==> src/rtl/sum_serial_tx.sv <==
// Serial transmitter for 8-bit result bytes.
// A frame is one start bit (0), eight data bits LSB first, an optional even
// parity bit and one stop bit (1). Each bit lasts CLKS_PER_BIT clock cycles.
// A byte is accepted with a valid/ready handshake while the line is idle.
module sum_serial_tx #(
    parameter int CLKS_PER_BIT = 4,
    parameter int PARITY_EN    = 1
) (
    input  logic       clk,
    input  logic       reset,
    input  logic [7:0] in_data,
    input  logic       in_valid,
    output logic       in_ready,
    output logic       tx,
    output logic       busy
);

    typedef enum logic [2:0] {
        IDLE   = 3'd0,
        START  = 3'd1,
        DATA   = 3'd2,
        PARITY = 3'd3,
        STOP   = 3'd4
    } state_t;

    // Terminal count of the per-bit cycle counter.
    localparam logic [7:0] CNT_MAX = 8'(CLKS_PER_BIT - 1);

    state_t     state_q, state_d;
    logic [7:0] cnt_q, cnt_d;
    logic [2:0] idx_q, idx_d;
    logic [7:0] shreg_q, shreg_d;
    logic       par_q, par_d;
    logic       tx_q, tx_d;
    logic       rdy_q, rdy_d;
    logic       bit_done;

    // Last cycle of the current bit period.
    always_comb begin
        bit_done = (cnt_q == CNT_MAX);
    end

    // Next-state, counter and shift-register update.
    always_comb begin
        state_d = state_q;
        cnt_d   = cnt_q;
        idx_d   = idx_q;
        shreg_d = shreg_q;
        par_d   = par_q;
        case (state_q)
            IDLE: begin
                cnt_d = 8'd0;
                idx_d = 3'd0;
                // in_ready is 1 whenever the state is IDLE, so in_valid alone
                // completes the handshake here.
                if (in_valid) begin
                    state_d = START;
                    shreg_d = in_data;
                    par_d   = ^in_data;
                end
            end
            START: begin
                if (bit_done) begin
                    state_d = DATA;
                    cnt_d   = 8'd0;
                    idx_d   = 3'd0;
                end else begin
                    cnt_d = cnt_q + 8'd1;
                end
            end
            DATA: begin
                if (bit_done) begin
                    cnt_d   = 8'd0;
                    shreg_d = {1'b0, shreg_q[7:1]};
                    if (idx_q == 3'd7) begin
                        idx_d   = 3'd0;
                        state_d = (PARITY_EN != 0) ? PARITY : STOP;
                    end else begin
                        idx_d = idx_q + 3'd1;
                    end
                end else begin
                    cnt_d = cnt_q + 8'd1;
                end
            end
            PARITY: begin
                if (bit_done) begin
                    state_d = STOP;
                    cnt_d   = 8'd0;
                end else begin
                    cnt_d = cnt_q + 8'd1;
                end
            end
            STOP: begin
                if (bit_done) begin
                    state_d = IDLE;
                    cnt_d   = 8'd0;
                end else begin
                    cnt_d = cnt_q + 8'd1;
                end
            end
            default: begin
                state_d = IDLE;
                cnt_d   = 8'd0;
                idx_d   = 3'd0;
            end
        endcase
    end

    // Line level and ready flag for the next cycle, derived from the next state
    // so both come straight out of flops.
    always_comb begin
        tx_d  = 1'b1;
        rdy_d = (state_d == IDLE);
        case (state_d)
            START:   tx_d = 1'b0;
            DATA:    tx_d = shreg_d[0];
            PARITY:  tx_d = par_d;
            default: tx_d = 1'b1;
        endcase
    end

    // State and datapath registers; reset aborts any frame in flight.
    always_ff @(posedge clk or posedge reset) begin
        if (reset) begin
            state_q <= IDLE;
            cnt_q   <= 8'd0;
            idx_q   <= 3'd0;
            shreg_q <= 8'd0;
            par_q   <= 1'b0;
            tx_q    <= 1'b1;
            rdy_q   <= 1'b1;
        end else begin
            state_q <= state_d;
            cnt_q   <= cnt_d;
            idx_q   <= idx_d;
            shreg_q <= shreg_d;
            par_q   <= par_d;
            tx_q    <= tx_d;
            rdy_q   <= rdy_d;
        end
    end

    assign tx       = tx_q;
    assign in_ready = rdy_q;
    assign busy     = ~rdy_q;

endmodule
==> config.mk <==
export PLATFORM = sky130hd
export DESIGN_NAME = sum_serial_tx
export DESIGN_NICKNAME = d
export VERILOG_FILES = /design/src/rtl/sum_serial_tx.sv
export SDC_FILE = /design/constraint.sdc
export NUM_CORES = 1
export LEC_CHECK = 0
export CAP_MARGIN = 10
export CORE_MARGIN = 3
export CORE_UTILIZATION = 59
export CTS_CLUSTER_DIAMETER = 60
export DETAILED_ROUTE_END_ITERATION = 16
export PLACE_DENSITY = 0.93
export SYNTH_ARGS = -nofsm -noshare
export SYNTH_HDL_FRONTEND = slang
export SYNTH_SLANG_ARGS = --single-unit
==> constraint.sdc <==
create_clock -name clk -period 5 [get_ports clk]
set_clock_uncertainty 0.1 [all_clocks]
set_input_delay 0.75 -clock clk [delete_from_list [all_inputs] [get_ports clk]]
set_output_delay 0.75 -clock clk [all_outputs]
set_load 0.02 [all_outputs]
==> metrics.csv <==
stage,metric,value,unit
pwr,P_leak,0.6844,nW
synth,net count of the mapped netlist,140,
critical_path,depth of the critical timing path with buffers and inverters included,6,
clocking,number of buffers created by CTS,3,
clocking,count of clock tree sinks,25,
synth,post-synthesis cell count,126,
global_routing,maximum number of pins on one net before global-route repair,26,
critical_path,sum of buffers and inverters on the critical path,1,
cells_and_area,Inserted Diodes,0,
synth,"EDFF count, synth",0,
drt,remaining design rule violation count,0,
global_routing,GR Overflow Total,0,
global_routing,Total Routing Usage GR,21.37,%
sta,number of hold-slack violations in the final timing report,0,
die,core region area,2022,sq um
drt,First-pass DRT Iterations,4,
sta,Final Slew Violations,0,
critical_path,Critical Path Fanout Max,12,
critical_path,launch point of the worst reg-to-reg path,state_q[0]$_DFF_PP0_,
sta,maximum clock rate,0.3861,GHz
critical_path,Startpoint Class,input port,
critical_path,reg2reg setup slack,2.73,ns
critical_path,worst reg2reg path depth,5,
clocking,Worst-path clk slew,0.15,ns
clocking,quantity of gates resized following cts,0,
critical_path,endpoint class of the critical path,register,
cells_and_area,"final std cell area, no fill",1476,sq um
sta,fraction of the cycle the final worst path needs,51.80,%
placement,final estimated routing congestion in global placement,0.7813,
critical_path,crit-path max cell delay,0.88,ns
drt,per-cell via count in the routed design,5.940,
cells_and_area,area growth from synthesis to layout,13.14,%
critical_path,Critical Path AT,2.76,ns
drt,post-detailed-route wirelength per cell,14.98,um
placement,number of port buffers,13,
die,total I/O pin count,14,
cells_and_area,filler cell count in the final layout,138,
placement,area after detailed placement,1446,sq um
critical_path,critical path start-end classification,in2reg,
run,number of max-capacitance violations reported,0,
sta,final worst path period need,2.590,ns
pwr,overall power after layout,0.7384,mW
global_routing,via count of the first global-routing pass,1033,
global_routing,first-pass GRT wire length,4347,um
clocking,CTS tree,built,
pwr,Power Density,500.1,nW/um^2
synth,number of flip-flops and latches in the synthesized netlist,25,
hold_path,"Endpoint, Worst Hold",shreg_q[4]$_DFFE_PP0P_,
die,die boundary width,53.03,um
clocking,Post-CTS Hold Buffers,0,
critical_path,data required time at the worst endpoint,5.17,ns
critical_path,kind of cell adding the most delay to the critical path,simple AND/OR/NAND/NOR gates,
hold_path,startpoint of the most critical hold path,shreg_q[4]$_DFFE_PP0P_,
drt,DR iter-0 viols,13,
synth,sequential element share of the synthesized area,48.13,%
synth,count of cell types in the netlist,35,
clocking,buffers inserted by post-CTS timing repair,0,
synth,Mapped Avg Cell Area,10.36,sq um
die,Die Height,53.03,um
hold_path,Worst Hold Class,reg2reg,
sta,Setup-failing EPs final,0,
drt,total routed wirelength,2487,um
synth,cell area after synthesis,1305,sq um
placement,detailed-placement wirelength estimate,1870,um
sta,RSZ-0062 raised after global routing,false,
sta,post-layout worst setup margin,2.410,ns
synth,async set-reset flop share out of synthesis,100.0,%
sta,Worst slew margin,28.59,%
critical_path,Worst R2R End,tx$_DFF_PP1_,
hold_path,cell depth of the worst min-delay path,1,
clocking,clock latency on the worst-skew pair,0.33,ns
synth,most used flip-flop cell after synthesis,sky130_fd_sc_hd__dfrtp_1,
critical_path,cells along the critical path,"clkdlybuf4s50_1, nor4b_2, a221oi_1, a21oi_1, nand2_1, o22ai_1",
cells_and_area,fraction of final layout cells sized beyond drive strength 1,10.07,%
pwr,Max rail drop VDD,0.3222,mV
die,initial core utilization,64.54,%
sta,transition time at the pin with the least slew margin,1.068,ns
clocking,largest buffer count on any clock path,2,
clocking,H-tree depth,1,
die,Die Outline Area,2812,sq um
drt,number of vias in the routed layout,986,
global_routing,antenna violations before repair,0,
status,run status,finished clean,
cells_and_area,count of nets after finishing,154,
critical_path,master of the slowest instance on the critical path,sky130_fd_sc_hd__nor4b_2,
clocking,Clock Root Buffer,sky130_fd_sc_hd__clkbuf_4,
placement,Placement Setup Slack,2.104,ns
synth,count of warnings emitted by yosys,0,
die,Cell Rows,16,
drt,Antenna Violating Nets Remaining,0,
sta,Setup Total Neg Slack,0,ns
[worst reg2reg max path, delay by kind of cell (launching register included)]
family	cells	cell delay [ns]
AND/OR/NAND/NOR	2	1.05
flip-flops	1	0.53
AO/OA/AOI/OAI	3	0.53
[Yosys cell counts, types with 2 or more instances]
library cell / n / share of area (%)
sky130_fd_sc_hd__ha_1: 3 / 2.9
sky130_fd_sc_hd__dfstp_2: 2 / 4.0
sky130_fd_sc_hd__dfrtp_1: 23 / 44
sky130_fd_sc_hd__xnor2_1: 11 / 7.4
sky130_fd_sc_hd__nand2_1: 10 / 2.9
sky130_fd_sc_hd__a22o_1: 8 / 5.4
sky130_fd_sc_hd__o22ai_1: 2 / 0.96
sky130_fd_sc_hd__nor2_1: 14 / 4.0
sky130_fd_sc_hd__inv_1: 6 / 1.7
sky130_fd_sc_hd__a22oi_1: 2 / 1.2
sky130_fd_sc_hd__nand3_1: 4 / 1.5
sky130_fd_sc_hd__xor2_1: 3 / 2.0
sky130_fd_sc_hd__and3_1: 2 / 0.96
sky130_fd_sc_hd__a21o_1: 6 / 3.5
sky130_fd_sc_hd__buf_2: 3 / 1.2
sky130_fd_sc_hd__a21oi_1: 4 / 1.5
sky130_fd_sc_hd__o21ai_0: 4 / 1.5
sky130_fd_sc_hd__o21ai_1: 2 / 0.77
[power breakdown]
| group | switching (mW) | total (mW) | leakage (nW) | internal, mW |
|---|---|---|---|---|
| clock | 0.0651 | 0.0958 | 0.0139 | 0.0306 |
| sequential | 0.0672 | 0.341 | 0.318 | 0.274 |
| combinational | 0.161 | 0.302 | 0.352 | 0.140 |
[routing by layer]
metal	routed length [um]	track usage [%]	part of all wire, %	vias to the layer above
met5	0	0	0	-
met4	34	11.91	1.4	0
met2	1283	36.98	52	32
li1	-	-	-	473
met3	106	2.817	4.3	4
met1	1062	25.27	43	477
[sequential cells by signal, summed over array words and instances (netlist names)]
register and count:
par_q 1, idx_q 3, tx 1, cnt_q 8, shreg_q 8, state_q 3
in_ready 1
[cells in the final DEF, fill, tap and decap left out, types with 4 or more instances in the layout]
| cell | Yosys | layout |
|---|---|---|
| sky130_fd_sc_hd__a21o_1 | 6 | 6 |
| sky130_fd_sc_hd__a21oi_1 | 4 | 4 |
| sky130_fd_sc_hd__a22o_1 | 8 | 8 |
| sky130_fd_sc_hd__clkdlybuf4s50_1 | 0 | 13 |
| sky130_fd_sc_hd__dfrtp_1 | 23 | 23 |
| sky130_fd_sc_hd__inv_1 | 6 | 6 |
| sky130_fd_sc_hd__nand2_1 | 10 | 10 |
| sky130_fd_sc_hd__nand3_1 | 4 | 4 |
| sky130_fd_sc_hd__nor2_1 | 14 | 14 |
| sky130_fd_sc_hd__o21ai_0 | 4 | 4 |
| sky130_fd_sc_hd__xnor2_1 | 11 | 11 |
[worst max-delay path by stage]
stage,start,to,slack [ns]
2_1_floorplan,cnt_q[0]$_DFF_PP0_,idx_q[1]$_DFFE_PP0P_,3.19
3_3_place_gp,in_valid,tx$_DFF_PP1_,2.28
3_5_place_dp,in_valid,tx$_DFF_PP1_,2.10
4_1_cts,in_valid,tx$_DFF_PP1_,2.48
5_1_grt,in_valid,tx$_DFF_PP1_,2.23
6_report,in_valid,tx$_DFF_PP1_,2.41
[final cells by class]
cell class	instances	area (sq um)	area share, %
clock inverters	1	7.507	0.5085
well taps	27	33.78	2.288
flip-flops and latches	25	628.1	42.54
clock buffers	3	22.52	1.525
multi-input cells	91	631.9	42.80
inverters	6	22.52	1.525
repair buffers	13	130.1	8.814
[cell families after synthesis]
group | after synthesis | synth area share [%]
compound gates | 33 | 18.03
xor+xnor | 14 | 9.396
fa+ha+maj | 4 | 3.739
buf+inv | 10 | 3.451
flops | 25 | 48.13
mux | 1 | 0.7670
simple gates | 39 | 16.49
[through the flow]
stage                     utilization, %  cells  hold WS [ns]
after CTS                          73.02    166        0.3998
final                              73.02    166        0.3961
after detailed placement           71.53    162        0.3668
after floorplan                        -    126        0.3473
after global placement             71.53    162        0.3610
after global routing               73.02    166        0.4243
Note: power is estimated with default switching activity, not from simulation.
